File: config.mk
export PLATFORM = sky130hd
export DESIGN_NAME = uart_tx_fifo_ctrl
export DESIGN_NICKNAME = d
export VERILOG_FILES = /design/src/rtl/uart_pkg.sv /design/src/rtl/uart_sync_fifo.sv /design/src/rtl/uart_tx_fifo_ctrl.sv
export SDC_FILE = /design/constraint.sdc
export NUM_CORES = 1
export LEC_CHECK = 0
export ABC_AREA = 1
export CAP_MARGIN = 30
export CORE_UTILIZATION = 60
export CTS_BUF_LIST = sky130_fd_sc_hd__clkbuf_8
export DETAILED_ROUTE_END_ITERATION = 10
export GPL_TIMING_DRIVEN = 0
export PLACE_DENSITY = 0.76
export SYNTH_ARGS = -nofsm -noshare
export SYNTH_HDL_FRONTEND = slang
export SYNTH_SLANG_ARGS = --single-unit
File: constraint.sdc
create_clock -name CLK -period 4.8 [get_ports CLK]
set_input_delay 0.72 -clock CLK [delete_from_list [all_inputs] [get_ports CLK]]
set_output_delay 0.72 -clock CLK [all_outputs]
set_load 0.05 [all_outputs]
File: src/rtl/uart_pkg.sv
// Shared definitions for the UART transmitter: FSM state encoding, parity and
// stop-bit codes, and small decode helpers used when a frame's settings are latched.
package uart_pkg;

  typedef enum logic [2:0] {
    StIdle,
    StStart,
    StData,
    StParity,
    StStop,
    StBreak,
    StBrkStop
  } txState_e;

  localparam logic [2:0] PAR_NONE  = 3'd0;
  localparam logic [2:0] PAR_ODD   = 3'd1;
  localparam logic [2:0] PAR_EVEN  = 3'd2;
  localparam logic [2:0] PAR_MARK  = 3'd3;
  localparam logic [2:0] PAR_SPACE = 3'd4;

  localparam logic [1:0] STOP_ONE     = 2'd0;
  localparam logic [1:0] STOP_ONEHALF = 2'd1;
  localparam logic [1:0] STOP_TWO     = 2'd2;

  // Data bits per frame; anything outside 5..9 falls back to 8.
  function automatic logic [3:0] decodeDataBits(input logic [3:0] bits);
    return (bits >= 4'd5 && bits <= 4'd9) ? bits : 4'd8;
  endfunction

  function automatic logic parityEnabled(input logic [2:0] par);
    return (par >= PAR_ODD) && (par <= PAR_SPACE);
  endfunction

  // Parity bit from the XOR of all data bits sent.
  function automatic logic parityBit(input logic [2:0] par, input logic dataXor);
    logic pb;
    case (par)
      PAR_ODD:  pb = ~dataXor;
      PAR_EVEN: pb = dataXor;
      PAR_MARK: pb = 1'b1;
      default:  pb = 1'b0;
    endcase
    return pb;
  endfunction

endpackage

File: src/rtl/uart_sync_fifo.sv
// Synchronous FIFO for the UART TX path.
// Ports:
//   CLK, RESETn       clock, asynchronous active-low reset
//   Push, PushData    write strobe and data
//   Pop               read strobe; PopData shows the head entry combinationally
//   Clr               synchronous flush, wins over a same-cycle Push
//   Full, Empty       registered flags
//   Level             registered entry count
//   Overflow          one-cycle pulse when a Push was dropped
module uart_sync_fifo #(
  parameter int unsigned DEPTH = 16,
  parameter int unsigned DW    = 9
) (
  input  logic                     CLK,
  input  logic                     RESETn,
  input  logic                     Push,
  input  logic [DW-1:0]            PushData,
  input  logic                     Pop,
  input  logic                     Clr,
  output logic [DW-1:0]            PopData,
  output logic                     Full,
  output logic                     Empty,
  output logic [$clog2(DEPTH):0]   Level,
  output logic                     Overflow
);

  localparam int unsigned AW = $clog2(DEPTH);
  localparam logic [AW:0] LevelMax = (AW + 1)'(DEPTH);

  logic [DW-1:0] mem [DEPTH];
  logic [AW-1:0] wrPtrQ, wrPtrD, rdPtrQ, rdPtrD;
  logic [AW:0]   levelQ, levelD;
  logic          fullQ, emptyQ, overflowQ, overflowD;
  logic          doPush, doPop;

  always_comb begin
    doPop     = Pop & ~emptyQ;
    // A full FIFO still accepts a write when the head leaves in the same cycle.
    doPush    = Push & ~Clr & (~fullQ | doPop);
    overflowD = Push & ~Clr & ~doPush;
    wrPtrD    = wrPtrQ;
    rdPtrD    = rdPtrQ;
    levelD    = levelQ;
    if (Clr) begin
      wrPtrD = '0;
      rdPtrD = '0;
      levelD = '0;
    end else begin
      if (doPush) wrPtrD = wrPtrQ + 1'b1;
      if (doPop)  rdPtrD = rdPtrQ + 1'b1;
      if (doPush && !doPop)      levelD = levelQ + 1'b1;
      else if (doPop && !doPush) levelD = levelQ - 1'b1;
    end
  end

  always_ff @(posedge CLK or negedge RESETn) begin
    if (!RESETn) begin
      wrPtrQ    <= '0;
      rdPtrQ    <= '0;
      levelQ    <= '0;
      fullQ     <= 1'b0;
      emptyQ    <= 1'b1;
      overflowQ <= 1'b0;
    end else begin
      wrPtrQ    <= wrPtrD;
      rdPtrQ    <= rdPtrD;
      levelQ    <= levelD;
      fullQ     <= (levelD == LevelMax);
      emptyQ    <= (levelD == '0);
      overflowQ <= overflowD;
    end
  end

  always_ff @(posedge CLK) begin
    if (doPush) mem[wrPtrQ] <= PushData;
  end

  assign PopData  = mem[rdPtrQ];
  assign Full     = fullQ;
  assign Empty    = emptyQ;
  assign Level    = levelQ;
  assign Overflow = overflowQ;

endmodule

File: src/rtl/uart_tx_fifo_ctrl.sv
// Buffered UART transmitter: TX FIFO, framing FSM, CTS gating and break generation.
// Ports:
//   CLK, RESETn            clock, asynchronous active-low reset
//   BaudTick               one-CLK pulse at OSR x baud
//   TxEn                   transmitter enable; low forces IDLE immediately
//   DataBits/Parity/StopBits  frame format, latched at frame start
//   CtsEn, CTSn            optional clear-to-send gating of frame start
//   BreakReq               level request to hold TXD low
//   WrEn, WrData, FifoClr  FIFO write side and flush
//   FifoFull/FifoEmpty/FifoLevel/Overflow  FIFO status
//   TXD                    serial output, idle high
//   TxBusy, TxDone         FSM not idle; pulse at end of a frame's last stop bit
module uart_tx_fifo_ctrl
  import uart_pkg::*;
#(
  parameter int unsigned OSR        = 16,
  parameter int unsigned FIFO_DEPTH = 16,
  parameter int unsigned DW         = 9
) (
  input  logic                          CLK,
  input  logic                          RESETn,
  input  logic                          BaudTick,
  input  logic                          TxEn,
  input  logic [3:0]                    DataBits,
  input  logic [2:0]                    Parity,
  input  logic [1:0]                    StopBits,
  input  logic                          CtsEn,
  input  logic                          CTSn,
  input  logic                          BreakReq,
  input  logic                          WrEn,
  input  logic [DW-1:0]                 WrData,
  input  logic                          FifoClr,
  output logic                          FifoFull,
  output logic                          FifoEmpty,
  output logic [$clog2(FIFO_DEPTH):0]   FifoLevel,
  output logic                          Overflow,
  output logic                          TXD,
  output logic                          TxBusy,
  output logic                          TxDone
);

  localparam int unsigned TW = $clog2(2 * OSR);
  localparam logic [TW-1:0] BitLoad     = TW'(OSR - 1);
  localparam logic [TW-1:0] OneHalfLoad = TW'(OSR * 3 / 2 - 1);
  localparam logic [TW-1:0] TwoLoad     = TW'(2 * OSR - 1);

  txState_e      stateQ, stateD;
  logic [TW-1:0] timerQ, timerD, stopLoad;
  logic [3:0]    bitCntQ, bitCntD;
  logic [DW-1:0] shiftQ, shiftD;
  logic          parAccQ, parAccD;
  logic [3:0]    cfgBitsQ, cfgBitsD;
  logic [2:0]    cfgParQ, cfgParD;
  logic [1:0]    cfgStopQ, cfgStopD;
  logic          txdQ, txdD;
  logic          doneQ, doneD;
  logic          ctsMetaQ, ctsSyncQ;
  logic          fifoPop, launch, startOk, bitEnd, lastXor;
  logic [DW-1:0] fifoRdData;

  uart_sync_fifo #(
    .DEPTH (FIFO_DEPTH),
    .DW    (DW)
  ) u_fifo (
    .CLK      (CLK),
    .RESETn   (RESETn),
    .Push     (WrEn),
    .PushData (WrData),
    .Pop      (fifoPop),
    .Clr      (FifoClr),
    .PopData  (fifoRdData),
    .Full     (FifoFull),
    .Empty    (FifoEmpty),
    .Level    (FifoLevel),
    .Overflow (Overflow)
  );

  always_comb begin
    case (cfgStopQ)
      STOP_ONE:     stopLoad = BitLoad;
      STOP_ONEHALF: stopLoad = OneHalfLoad;
      default:      stopLoad = TwoLoad;
    endcase
  end

  always_comb begin
    stateD   = stateQ;
    timerD   = timerQ;
    bitCntD  = bitCntQ;
    shiftD   = shiftQ;
    parAccD  = parAccQ;
    cfgBitsD = cfgBitsQ;
    cfgParD  = cfgParQ;
    cfgStopD = cfgStopQ;
    txdD     = txdQ;
    doneD    = 1'b0;
    fifoPop  = 1'b0;
    launch   = 1'b0;
    lastXor  = parAccQ ^ shiftQ[0];
    startOk  = BaudTick & ~FifoEmpty & (~CtsEn | ~ctsSyncQ) & ~BreakReq;
    bitEnd   = BaudTick & (timerQ == '0);

    if (!TxEn) begin
      stateD  = StIdle;
      timerD  = '0;
      bitCntD = '0;
      txdD    = 1'b1;
    end else begin
      if (BaudTick && timerQ != '0) timerD = timerQ - 1'b1;
      unique case (stateQ)
        StIdle: begin
          if (BreakReq) begin
            stateD = StBreak;
            txdD   = 1'b0;
          end else if (startOk) begin
            launch = 1'b1;
          end
        end
        StStart: begin
          if (bitEnd) begin
            stateD  = StData;
            timerD  = BitLoad;
            bitCntD = '0;
            txdD    = shiftQ[0];
          end
        end
        StData: begin
          if (bitEnd) begin
            parAccD = lastXor;
            shiftD  = shiftQ >> 1;
            timerD  = BitLoad;
            if (bitCntQ == cfgBitsQ - 4'd1) begin
              if (parityEnabled(cfgParQ)) begin
                stateD = StParity;
                txdD   = parityBit(cfgParQ, lastXor);
              end else begin
                stateD = StStop;
                timerD = stopLoad;
                txdD   = 1'b1;
              end
            end else begin
              bitCntD = bitCntQ + 4'd1;
              txdD    = shiftQ[1];
            end
          end
        end
        StParity: begin
          if (bitEnd) begin
            stateD = StStop;
            timerD = stopLoad;
            txdD   = 1'b1;
          end
        end
        StStop: begin
          if (bitEnd) begin
            doneD = 1'b1;
            if (BreakReq) begin
              stateD = StBreak;
              txdD   = 1'b0;
            end else if (startOk) begin
              launch = 1'b1;
            end else begin
              stateD = StIdle;
              txdD   = 1'b1;
            end
          end
        end
        StBreak: begin
          if (!BreakReq) begin
            stateD = StBrkStop;
            timerD = BitLoad;
            txdD   = 1'b1;
          end
        end
        StBrkStop: begin
          if (bitEnd) stateD = StIdle;
        end
        default: begin
          stateD = StIdle;
          txdD   = 1'b1;
        end
      endcase

      // Frame start from IDLE or back-to-back from STOP: format is frozen here.
      if (launch) begin
        fifoPop  = 1'b1;
        shiftD   = fifoRdData;
        cfgBitsD = decodeDataBits(DataBits);
        cfgParD  = parityEnabled(Parity) ? Parity : PAR_NONE;
        cfgStopD = StopBits;
        stateD   = StStart;
        timerD   = BitLoad;
        bitCntD  = '0;
        parAccD  = 1'b0;
        txdD     = 1'b0;
      end
    end
  end

  always_ff @(posedge CLK or negedge RESETn) begin
    if (!RESETn) begin
      stateQ   <= StIdle;
      timerQ   <= '0;
      bitCntQ  <= '0;
      shiftQ   <= '0;
      parAccQ  <= 1'b0;
      cfgBitsQ <= 4'd8;
      cfgParQ  <= PAR_NONE;
      cfgStopQ <= STOP_ONE;
      txdQ     <= 1'b1;
      doneQ    <= 1'b0;
      ctsMetaQ <= 1'b1;
      ctsSyncQ <= 1'b1;
    end else begin
      stateQ   <= stateD;
      timerQ   <= timerD;
      bitCntQ  <= bitCntD;
      shiftQ   <= shiftD;
      parAccQ  <= parAccD;
      cfgBitsQ <= cfgBitsD;
      cfgParQ  <= cfgParD;
      cfgStopQ <= cfgStopD;
      txdQ     <= txdD;
      doneQ    <= doneD;
      ctsMetaQ <= CTSn;
      ctsSyncQ <= ctsMetaQ;
    end
  end

  assign TXD    = txdQ;
  assign TxBusy = (stateQ != StIdle);
  assign TxDone = doneQ;

endmodule

== After elaboration in Yosys (flattened, before gate mapping) ==
Memories as Yosys holds them, arrays and structs flattened.
Cells that the tools add are included.

* Input bits: 27
* Memories: 1
* Output and inout port bits: 11
* Word-level logic and storage cells: 170
* RAM bits: 144
* Register bits: 51

{| class="wikitable"
|+ Memories
! memory !! words !! bits a word !! rd ports !! clocked after Yosys merged registers in !! wr ports !! line !! text
|-
| u_fifo.mem || 16 || 9 || 1 || 0 || 1 || uart_sync_fifo.sv:30 || <nowiki>logic [DW-1:0] mem [DEPTH];</nowiki>
|}

* Bitwise gates (word level): 19
* Reduce and logical (&&, ||, !) cells: 23
* $lt $le $gt $ge: 6
* Equal/unequal tests: 24
* Muxes and demuxes: 72
* Add/sub/neg operators: 7

{| class="wikitable"
|+ Operators with widths
! operator !! count
|-
| 5-bit two-way mux || 12
|-
| 3-bit two-way mux || 14
|-
| 4-bit two-way mux || 10
|-
| 4-bit != test, second input constant || 9
|-
| 9-bit two-way mux || 3
|-
| 1-bit two-way mux || 26
|-
| 3-bit case mux with 7 select lines || 1
|-
| 5-bit case mux with 4 select lines || 1
|-
| 4-bit by 1-bit adder with 4-bit output, second input constant || 3
|-
| 3-bit by 2-bit equality test with 1-bit output, second input constant || 4
|-
| 5-bit logical NOT || 2
|-
| 5-bit case mux with 2 select lines || 1
|-
| 5-bit by 1-bit subtractor with 5-bit output, second input constant || 2
|-
| 3-bit equality test, second input constant || 3
|-
| 9-bit AND reduction || 1
|-
| 1-bit AND || 8
|-
| 1-bit inverter || 8
|-
| 4-bit case mux with 2 select lines || 1
|-
| 8-bit AND reduction || 1
|-
| 2-bit nonzero test || 4
|-
| 1-bit case mux with 7 select lines || 1
|-
| 3-bit by 1-bit equality test with 1-bit output, second input constant || 2
|-
| 3-bit by 1-bit >= comparator with 1-bit output, second input constant || 2
|-
| 3-bit <= comparator, second input constant || 2
|-
| 23 further kinds || 30
|}

== Depth between registers and ports, before layout ==
* Depth after elaboration: 20
* Gate-level depth with buffers: 14
* Depth with buffers taken out: 14

== Cells and area by module ==
A second synthesis with hierarchy kept.

* Cells, all modules: 831
* Area, all modules: 8841.0 um^2

{| class="wikitable"
|+ Modules (own cells, without submodules)
! module !! times used !! seq. area each (um^2) !! area an instance (um^2) !! cells each
|-
| uart_sync_fifo || 1 || 4725.8 || 6642.6 || 529
|-
| uart_tx_fifo_ctrl || 1 || 880.8 || 2198.4 || 302
|}

== Worst setup path before layout ==
Ideal clock, no wire load.

* Kind: in2reg
* Start point: in BreakReq
* End point: mem u_fifo.mem[0][0] (enable)
* Cell stages on the path: 9
* Setup time: 0.374 ns
* Buffers on the path: 0
* Arrival: 2.129 ns
* Slack: 2.296 ns
* Path through: inv_1 -> nand3b_1 -> nor2_8 -> nand3_4 -> nand2_1 -> nand2_1 -> inv_2 -> nand2_1 -> nor2_1

* Cells in the longest elaborated chain, start to end: 14

{| class="wikitable"
|+ RTL lines
! what !! line !! text
|-
| start, declared || uart_tx_fifo_ctrl.sv:29 || <nowiki>input logic BreakReq,</nowiki>
|-
| 1-bit inverter || uart_tx_fifo_ctrl.sv:100 || <nowiki>startOk = BaudTick & ~FifoEmpty & (~CtsEn | ~ctsSyncQ) & ~BreakReq;</nowiki>
|-
| 1-bit AND || uart_tx_fifo_ctrl.sv:100 ||
|-
| 1-bit two-way mux || uart_tx_fifo_ctrl.sv:115, uart_tx_fifo_ctrl.sv:160 ||
|-
| 1-bit two-way mux * || uart_tx_fifo_ctrl.sv:157 || <nowiki>if (BreakReq) begin</nowiki>
|-
| 1-bit two-way mux || uart_tx_fifo_ctrl.sv:155 || <nowiki>if (bitEnd) begin</nowiki>
|-
| 1-bit case mux with 2 select lines * || uart_tx_fifo_ctrl.sv:110 || <nowiki>unique case (stateQ)</nowiki>
|-
| 1-bit two-way mux * || uart_tx_fifo_ctrl.sv:103 || <nowiki>if (!TxEn) begin</nowiki>
|-
| 1-bit two-way mux * || uart_tx_fifo_ctrl.sv:185 || <nowiki>if (launch) begin</nowiki>
|-
| 1-bit two-way mux * || uart_tx_fifo_ctrl.sv:103 ||
|-
| 1-bit AND * || uart_sync_fifo.sv:37 || <nowiki>doPop = Pop & ~emptyQ;</nowiki>
|-
| 1-bit OR * || uart_sync_fifo.sv:39 || <nowiki>doPush = Push & ~Clr & (~fullQ | doPop);</nowiki>
|-
| 1-bit AND * || uart_sync_fifo.sv:39 ||
|-
| 1-bit two-way mux * || uart_sync_fifo.sv:75 || <nowiki>if (doPush) mem[wrPtrQ] <= PushData;</nowiki>
|-
| 1-bit two-way mux (implied by the code) * || uart_sync_fifo.sv:75 ||
|-
| end, declared || uart_sync_fifo.sv:30 ||
|}

Mark *: on every way between the ends. The rest lies on a longest branch, timed or not. The select of a mux whose other input is x is not followed.

== Worst setup path in the final report ==
* Start point: reg timerQ[0]
* End point: mem u_fifo.mem[8][8] (enable)

* Cells in the longest elaborated chain, start to end: 12

{| class="wikitable"
|+ RTL lines
! what !! line !! text
|-
| start, declared || uart_tx_fifo_ctrl.sv:48 || <nowiki>logic [TW-1:0] timerQ, timerD, stopLoad;</nowiki>
|-
| start signal, assigned || uart_tx_fifo_ctrl.sv:216 || <nowiki>timerQ <= timerD;</nowiki>
|-
| 5-bit logical NOT || uart_tx_fifo_ctrl.sv:101 || <nowiki>bitEnd = BaudTick & (timerQ == '0);</nowiki>
|-
| 1-bit AND || uart_tx_fifo_ctrl.sv:101 ||
|-
| 1-bit two-way mux || uart_tx_fifo_ctrl.sv:155 ||
|-
| 1-bit case mux with 2 select lines || uart_tx_fifo_ctrl.sv:110 ||
|-
| 1-bit two-way mux || uart_tx_fifo_ctrl.sv:103 ||
|-
| 1-bit two-way mux || uart_tx_fifo_ctrl.sv:185 ||
|-
| 1-bit two-way mux || uart_tx_fifo_ctrl.sv:103 ||
|-
| 1-bit AND || uart_sync_fifo.sv:37 ||
|-
| 1-bit OR || uart_sync_fifo.sv:39 ||
|-
| 1-bit AND || uart_sync_fifo.sv:39 ||
|-
| 1-bit two-way mux || uart_sync_fifo.sv:75 ||
|-
| 1-bit two-way mux (implied by the code) || uart_sync_fifo.sv:75 ||
|}

No other way between the ends. The select of a mux whose other input is x is not followed.

==> results.sh <==
export IMPL_cp_start_kind="flip-flop"
export IMPL_synthesis_nets=861
export IMPL_die_h_um=122.8
export IMPL_cts_repair_resized=0
export IMPL_power_leakage_uw=0.003833
export IMPL_clock_skew_final_ns=0.01806
export IMPL_cts_tree="done"
export IMPL_dr_pass1_iters=9
export IMPL_numPortBuffers=36
export IMPL_status="finished with violations"
export IMPL_fin_crit_sh_pct=64.79
export IMPL_ys_ff_latch=195
export IMPL_initial_utilization_pct=62.34
export IMPL_power_share_clock_pct=26.8
export IMPL_setup_viol=0
export IMPL_switching_share_pct=32.79
export IMPL_gp_congestion=0.9276
export IMPL_cp_end_kind="flip-flop"
export IMPL_syn_area_mm2=0.008753
export IMPL_ir_drop_v=0.0002447
export IMPL_drt_initial_drc_count=579
export IMPL_cts_buffer_depth=2
export IMPL_antenna_cells=0
export IMPL_grt_total_usage_pct=29.15
export IMPL_max_slew_worst_pin_slew_ns=1.116
export IMPL_hold_viol_final=0
export IMPL_yosysSeqAreaShare_pct=64.05
export IMPL_vias=6484
export IMPL_clock_root_buffer="clkbuf_8"
export IMPL_synth_top_cell_by_area="edfxtp_1"
export IMPL_seq_power_share_pct=50.4
export IMPL_gr_total_overflow=0
export IMPL_ctsHoldBuffers=0
export IMPL_tns_ns=0
export IMPL_routed_wl_um=20740
export IMPL_drv_cap=0
export IMPL_rows=43
export IMPL_avgRoutedWirePerCell_um=19.29
export IMPL_crit_required_ns=4.90
export IMPL_switchingPower_uw=1315
export IMPL_hold_path_class="in2async"
export IMPL_timing_final_ws_setup_ns=1.690
export IMPL_dp_final_hpwl_um=14180
export IMPL_core_mm2=0.01404
export IMPL_fin_hold_ws_ns=0.1999
export IMPL_synth_main_ff_cell="edfxtp_1"
export IMPL_synthArstFlopShare_pct=26.15
export IMPL_critPathMaxFanout=9
export IMPL_slew_violations=0
export IMPL_maxSlewHeadroom_pct=25.34
export IMPL_fin_nets=920
export IMPL_arrival_ns=3.21
export IMPL_synthDistinctLibCells=47
export IMPL_drive_gt1_share_pct=9.497
export IMPL_clock_latency_ns=0.49
export IMPL_cell_internal_pwr_uw=2695
export IMPL_p_comb_share_pct=22.7
export IMPL_dieArea_mm2=0.01508
export IMPL_cts_inserted_buffers=17
export IMPL_cp_slowest_cell="nor2_1"
export IMPL_violations="design-rule violations"
export IMPL_area_delta_synth_final_pct=11.65
export IMPL_grt_pass1_wl_um=32030
export IMPL_postRouteAntennaNets=0
export IMPL_yosys_top_cells_area="edfxtp_1 (49%), dfrtp_1 (13%), nor2_1 (5.8%), o21ai_0 (5.8%), nand2_1 (5.0%)"
export IMPL_pre_cts_slack_ns=1.326
export IMPL_crit_type="reg2reg"
export IMPL_crit_chain="inv_1, ha_1, inv_1, nor2_1, nand3_2, nand2_2, nand3_4, nand2_1, nand2_1, inv_2, nand2_1, nor2_1"
export IMPL_htreeDepth=4
export IMPL_antenna_found_initial=0
export IMPL_crit_path_frequent_cell="nand2_1"
export IMPL_drc=1
export IMPL_die_x_um=122.8
export IMPL_grt_pass1_vias=6250
export IMPL_syn_inst=823
export IMPL_pin_count=38
export IMPL_syn_area_per_cell_um2=10.64
export IMPL_yosysWarnings=0
export IMPL_min_period_ns=3.110
export IMPL_vias_per_cell=6.032
export IMPL_synth_edf_count=144
export IMPL_critPathMaxStageDelay_ns=0.87
export IMPL_cts_setup_buffers=0
export IMPL_rsz0062_at_grt="no"
export IMPL_clkTransAtPathRegs_ns=0.10
export IMPL_powerDensity_mw_per_mm2=410.3
export IMPL_fmax_mhz=321.6
export IMPL_clock_sinks=195
export IMPL_grt_start_max_net_pins=31
export IMPL_synth_top_area_share_pct=49.40
-- Yosys cell counts, types with 4 or more instances --
master,n
buf_2,16
o22ai_1,28
nand2_2,5
xnor2_1,4
dfrtp_1,46
dfstp_2,5
xor2_1,15
nor2_1,136
o21ai_0,101
nand3_1,31
o21ai_1,11
o221ai_1,4
a22oi_1,4
a21oi_1,12
clkbuf_1,18
inv_1,57
nand2_1,117
nor3_1,4
ha_1,11
nand3_2,5
edfxtp_1,144
o211ai_1,11
-- flip-flops by register name (all words and copies together) (netlist names), 2 cells and up --
| register | flops |
|---|---|
| stateQ | 3 |
| cfgStopQ | 2 |
| cfgParQ | 3 |
| shiftQ | 9 |
| u_fifo.rdPtrQ | 4 |
| u_fifo.wrPtrQ | 4 |
| u_fifo.Level | 5 |
| timerQ | 5 |
| bitCntQ | 4 |
| cfgBitsQ | 4 |
| u_fifo.mem | 144 |
-- kinds of logic (layout without fill, tap and decap cells) --
group	count (synthesis)	count (layout)	synth area share [%]
and+or+nand+nor	317	317	15.95
xor gates and xnor gates	19	19	1.901
AOI/OAI and AO/OA	183	183	11.92
adders and majority gates	11	11	1.572
buffers and inverters	98	170	4.603
DFF	195	195	64.05
-- final cells by class --
cell class	count	area, um^2
Timing Repair Buffer	40	397.9
Fill cell	1032	4269
Multi-Input combinational cell	530	2744
Sequential cell	195	5607
Buffer	37	173.9
Clock inverter	15	162.7
Tap cell	180	225.2
Clock buffer	17	234.0
Inverter	61	229.0
-- placed cells by master, fill, tap and decap left out, drive strengths merged --
| cell | synthesis | layout |
|---|---|---|
| nand2b | 1 | 1 |
| inv | 59 | 68 |
| bufinv | 0 | 1 |
| nand3 | 37 | 37 |
| buf | 19 | 24 |
| xor2 | 15 | 15 |
| nor4 | 3 | 3 |
| o211ai | 11 | 11 |
| dfstp | 5 | 5 |
| clkinv | 2 | 7 |
| clkdlybuf4s50 | 0 | 35 |
| nor2 | 140 | 140 |
| a22oi | 4 | 4 |
| xnor2 | 4 | 4 |
| a31o | 1 | 1 |
| nand4 | 5 | 5 |
| a22o | 1 | 1 |
| o41ai | 1 | 1 |
| o22ai | 28 | 28 |
| nor3 | 6 | 6 |
| o221ai | 4 | 4 |
| dfrtp | 46 | 46 |
| ha | 11 | 11 |
| nand3b | 2 | 2 |
| a221oi | 1 | 1 |
| o311ai | 1 | 1 |
| o21ai | 114 | 114 |
| o21a | 3 | 3 |
| clkbuf | 18 | 35 |
| nand2 | 123 | 123 |
| edfxtp | 144 | 144 |
| a21oi | 13 | 13 |
| a211oi | 1 | 1 |
-- worst paths after layout --
path | slack [ns] | startpoint | cells after the start | endpoint
max | 1.69 | timerQ[0]$_DFF_PN0_ | 12 | u_fifo.mem[8][8]$_DFFE_PP_
min | 0.20 | RESETn | 1 | u_fifo.Level[4]$_DFF_PN0_
max reg2reg | 1.69 | timerQ[0]$_DFF_PN0_ | 12 | u_fifo.mem[8][8]$_DFFE_PP_
min reg2reg | 0.37 | ctsMetaQ$_DFF_PN1_ | 0 | ctsSyncQ$_DFF_PN1_
max in group asynchronous | 4.06 | RESETn | 2 | shiftQ[2]$_DFFE_PN0P_
min in group CLK | 0.37 | ctsMetaQ$_DFF_PN1_ | 0 | ctsSyncQ$_DFF_PN1_
-- through the flow --
step | cell area [um^2] | utilization (%) | total power, uW | cells
after floorplan | 8753 | - | 2704 | 823
after global placement | 9339 | 66.51 | 2909 | 1039
after detailed placement | 9361 | 66.67 | 2948 | 1041
after CTS | 9758 | 69.49 | 4004 | 1073
after global routing | 9773 | 69.60 | 4202 | 1075
final | 9773 | 69.60 | 4010 | 1075
-- routing by layer --
metal	global-route usage [%]	up-vias	share of wire (%)
met1	35.02	3133	39
met4	13.11	0	3.7
met2	50.60	315	50
met3	5.855	62	7.3
li1	-	2974	-
met5	0	-	0
-- critical path: cells and delay by family, from the launching register on --
| family | cells | cell delay, ns |
|---|---|---|
| DFF | 1 | 0.39 |
| and+or+nand+nor | 8 | 1.88 |
| buffers and inverters | 3 | 0.30 |
| adders and majority gates | 1 | 0.17 |
-- power groups by stage --
stage,registers (uW),logic (uW),clock network [uW]
2_1_floorplan,2080,620,0
3_3_place_gp,2050,855,0
3_5_place_dp,2060,890,0
4_1_cts,2020,902,1080
5_1_grt,2030,1030,1140
6_report,2020,912,1080
Power figures use the tool's default switching activity.
